`src/rtl/uart_tx_arbiter.sv`:
```
// Packet-granular round-robin arbiter sharing one UART byte driver between
// NUM_REQ byte-stream requesters, with an optional idle gap between packets.
module uart_tx_arbiter #(
   parameter int unsigned NUM_REQ    = 4,
   parameter int unsigned GAP_CYCLES = 0,
   parameter int unsigned BYTE_LEN   = 8
) (
   input  logic                          clk,
   input  logic                          reset_n,
   input  logic [NUM_REQ-1:0]            req_valid,
   input  logic [NUM_REQ*BYTE_LEN-1:0]   req_data,
   input  logic [NUM_REQ-1:0]            req_last,
   output logic [NUM_REQ-1:0]            req_done,
   output logic                          drv_data_ready,
   output logic [BYTE_LEN-1:0]           drv_data,
   input  logic                          drv_done,
   output logic                          busy,
   output logic [$clog2(NUM_REQ)-1:0]    grant_id
);

   localparam int unsigned IW = $clog2(NUM_REQ);
   localparam int unsigned GW = (GAP_CYCLES > 0) ? $clog2(GAP_CYCLES + 1) : 1;

   typedef enum logic [1:0] {
      S_IDLE,
      S_PKT,
      S_GAP
   } state_t;

   state_t              r_state;
   logic [IW-1:0]       r_grant_id;
   logic [IW-1:0]       r_last_grant;
   logic [GW-1:0]       r_gap_cnt;
   logic                r_busy;

   logic [IW-1:0]       w_idx;
   logic [IW-1:0]       w_winner;
   logic                w_any;
   logic                w_in_pkt;
   logic                w_sel_valid;
   logic                w_sel_last;
   logic [BYTE_LEN-1:0] w_sel_data;
   logic [NUM_REQ-1:0]  w_done;

   // Scan from farthest to nearest offset so the nearest valid requester
   // after last_grant overwrites any farther candidate.
   always_comb begin
      w_idx    = '0;
      w_winner = '0;
      w_any    = 1'b0;
      for (int unsigned k = NUM_REQ; k >= 1; k--) begin
         w_idx = IW'((32'(r_last_grant) + k) % NUM_REQ);
         if (req_valid[w_idx]) begin
            w_winner = w_idx;
            w_any    = 1'b1;
         end
      end
   end

   assign w_in_pkt = (r_state == S_PKT);

   always_comb begin
      w_sel_valid = 1'b0;
      w_sel_last  = 1'b0;
      w_sel_data  = '0;
      w_done      = '0;
      for (int unsigned i = 0; i < NUM_REQ; i++) begin
         if (IW'(i) == r_grant_id) begin
            w_sel_valid = req_valid[i];
            w_sel_last  = req_last[i];
            w_sel_data  = req_data[i*BYTE_LEN +: BYTE_LEN];
            w_done[i]   = w_in_pkt & drv_done;
         end
      end
   end

   assign drv_data_ready = w_in_pkt & w_sel_valid;
   assign drv_data       = w_in_pkt ? w_sel_data : '0;
   assign req_done       = w_done;
   assign busy           = r_busy;
   assign grant_id       = r_grant_id;

   always_ff @(posedge clk) begin
      if (!reset_n) begin
         r_state      <= S_IDLE;
         r_grant_id   <= '0;
         r_last_grant <= IW'(NUM_REQ - 1);
         r_gap_cnt    <= '0;
         r_busy       <= 1'b0;
      end else begin
         case (r_state)
            S_IDLE: begin
               if (w_any) begin
                  r_grant_id   <= w_winner;
                  r_last_grant <= w_winner;
                  r_state      <= S_PKT;
                  r_busy       <= 1'b1;
               end
            end
            S_PKT: begin
               if (drv_done && w_sel_last) begin
                  if (GAP_CYCLES > 0) begin
                     r_gap_cnt <= GW'(GAP_CYCLES - 1);
                     r_state   <= S_GAP;
                  end else begin
                     r_state <= S_IDLE;
                     r_busy  <= 1'b0;
                  end
               end
            end
            S_GAP: begin
               if (r_gap_cnt == '0) begin
                  r_state <= S_IDLE;
                  r_busy  <= 1'b0;
               end else begin
                  r_gap_cnt <= r_gap_cnt - GW'(1);
               end
            end
            default: begin
               r_state <= S_IDLE;
               r_busy  <= 1'b0;
            end
         endcase
      end
   end

endmodule

```
`config.mk`:
```
export PLATFORM = sky130hd
export DESIGN_NAME = uart_tx_arbiter
export DESIGN_NICKNAME = d
export VERILOG_FILES = /design/src/rtl/uart_tx_arbiter.sv
export SDC_FILE = /design/constraint.sdc
export NUM_CORES = 1
export LEC_CHECK = 0
export BUFFER_PORTS_ARGS = -buffer_cell sky130_fd_sc_hd__buf_2
export CAP_MARGIN = 20
export CORE_MARGIN = 2
export CORE_UTILIZATION = 40
export CTS_CLUSTER_SIZE = 12
export DETAILED_ROUTE_END_ITERATION = 8
export PLACE_DENSITY = 0.83
export SYNTH_ARGS = -nofsm -noshare
export SYNTH_HDL_FRONTEND = slang
export SYNTH_SLANG_ARGS = --single-unit
export TNS_END_PERCENT = 1
```
`constraint.sdc`:
```
create_clock -name clk -period 3 [get_ports clk]
set_input_delay 0.45 -clock clk [delete_from_list [all_inputs] [get_ports clk]]
set_output_delay 0.45 -clock clk [all_outputs]
set_load 0.02 [all_outputs]
```
==> qor.yml <==
status: "complete, no violations"
cp.arrival_ns: 1.95
globalplace.congestion: 0.793
synthTopCellsByCount: "9 x and2_1, 6 x mux4_2, 5 x dfxtp_1"
path_class: "register to output port"
finalSetupViolations: 0
drtPass1Iterations: 2
holdBufCountCts: 0
hold_violations: 0
p_leak_nw: 0.501
yosysMostFrequentCell: "and2_1"
fp.dieW_um: 45.7
slew_headroom_pct: 52.5
numPortBuffers: 58
numCtsBuffers: 3
fin_cells: 147
syn_to_final_growth_pct: 43.9
clkTransAtPathRegs_ns: 0.04
ys_seq_area_share_pct: 14.4
htree_levels: 1
synth_cells: 72
whs_ns: 0.472
synthTopCellsByArea: "mux4_2 19%, dfxtp_1 14%, mux4_1 11%"
placedCellCount: 143
cts_setup_buffers: 0
insertion_delay_ns: 0.25
timing.final.ws_setup_ns: 0.601
cp.required_ns: 2.55
core_mm2: 0.00169
end_kind: "output port"
drive_above_1_share_pct: 54.6
synth-async-reset-ratio_pct: 0
min_period_over_period_pct: 80.0
synth_warnings: 0
grt_pass1_vias: 650
grt_antenna_before_repair: 0
fmax_ghz: 0.417
p_per_area_mw_per_mm2: 369
chipHeight_um: 45.7
io_pins: 59
yosys_register_bits: 5
synth_area_um2: 696
synthesis.nets: 115
grt_pass1_wl_um: 2640
cts_root_buf: "clkbuf_4"
final.setup.tns_ns: 0
fillers: 161
layout.nets: 174
max-vdd-ir-drop_mv: 0.275
die_area_mm2: 0.00209
min-delay-path-class: "input pin to register"
place_ws_ns: 0.844
clock_path_buffers: 2
grt_remaining_overflow: 0
synth_cell_types: 35
layout_min_cycle_time_ns: 2.40
ys.flop_type: "dfxtp_1"
drv_slew: 0
ctsResizeCount: 0
worst_slew_pin_slew_ns: 0.711
start_kind: "register"
cts_tree: "yes"
wire_per_inst_um: 12.3
start_util_pct: 41.2
diodes: 0
vias_per_cell: 5.49
critPathMaxFanout: 17
drc: 0
cts_sinks: 5
grt_usage_pct: 17.2
syn_avg_cell_area_um2: 9.66
max-cap-violations: 0
dp_hpwl_um: 1460
synth_top_area_share_pct: 19.4
multi_input_area_um2: 548
drtAntennaViolNets: 0
worst_clock_skew_ns: 0.00577
seq_area_um2: 100
num_rows: 15
synth_largest_area_cell: "mux4_2"
drt_iter0_drc: 10
drt_wl_total_um: 1800
synth_edf_count: 0
rsz0062_at_grt: "no"
vias: 807
grt_max_degree: 18
==> registers in the layout, summed over array words and instances (netlist names) <==
register	flops
grant_id	2
r_last_grant	2
busy	1
==> routing by layer <==
metal	GRT usage (%)	vias up	part of all wire [%]
met5	0	-	0
met4	3.43	0	0.33
met3	6.35	2	12
met2	28.7	42	47
met1	21.4	364	40
li1	-	399	-
==> logic make-up after synthesis <==
| kind of cell | count (synthesis) | share of synthesized area, % |
|---|---|---|
| compound gates | 20 | 20.5 |
| buf+inv | 7 | 6.83 |
| flops | 5 | 14.4 |
| mux | 10 | 32.2 |
| simple gates | 30 | 26.1 |
==> where the power goes <==
group          total [mW]  internal [mW]  switching, mW
Combinational       0.183          0.104         0.0789
Sequential          0.106         0.0759         0.0300
Clock              0.0801         0.0504         0.0297
Total               0.369          0.231          0.139
==> through the flow <==
| step | util (%) | area (µm²) | power, mW |
|---|---|---|---|
| after floorplan | - | 696 | 0.241 |
| after global placement | 57.7 | 975 | 0.289 |
| after detailed placement | 57.7 | 975 | 0.292 |
| after CTS | 59.3 | 1000 | 0.375 |
| after global routing | 59.3 | 1000 | 0.398 |
| final | 59.3 | 1000 | 0.369 |
==> area by class of cell <==
cell class                      instances  share of cell area, %
Multi-Input combinational cell         60                   54.8
Timing Repair Buffer                   59                   29.8
Sequential cell                         5                   10.0
Clock buffer                            4                   2.63
Tap cell                               17                   2.13
Inverter                                2                  0.750
==> placed cells by master, fill, tap and decap left out, drive strengths merged, types with 2 or more instances in the layout <==
cell and instances:
inv 2, a21oi 4, mux4 9, or2b 2, nor2 3, nand3b 2, nand2 4, a21boi 2
buf 59, nor3b 2, and2 9, o211ai 3, o21ai 4, nor3 2, clkbuf 4, dfxtp 5
==> critical path, cell delays in order (launching register included) <==
cell	delay (ns)
dfxtp_1	0.77
mux4_1	0.62
and2_1	0.16
buf_2	0.15
==> worst paths after layout <==
kind / from / end / slack, ns / cells past startpoint
setup / recovery: grant_id[0]$_SDFFE_PN0P_ / drv_data_ready / 0.60 / 3
hold / removal: reset_n / r_last_grant[0]$_SDFFE_PN1P_ / 0.47 / 2
setup reg to reg: grant_id[1]$_SDFFE_PN0P_ / busy$_SDFFE_PN0P_ / 1.58 / 5
hold reg to reg: r_last_grant[1]$_SDFFE_PN1P_ / r_last_grant[1]$_SDFFE_PN1P_ / 0.61 / 2
(Power assumes the default switching activity.)
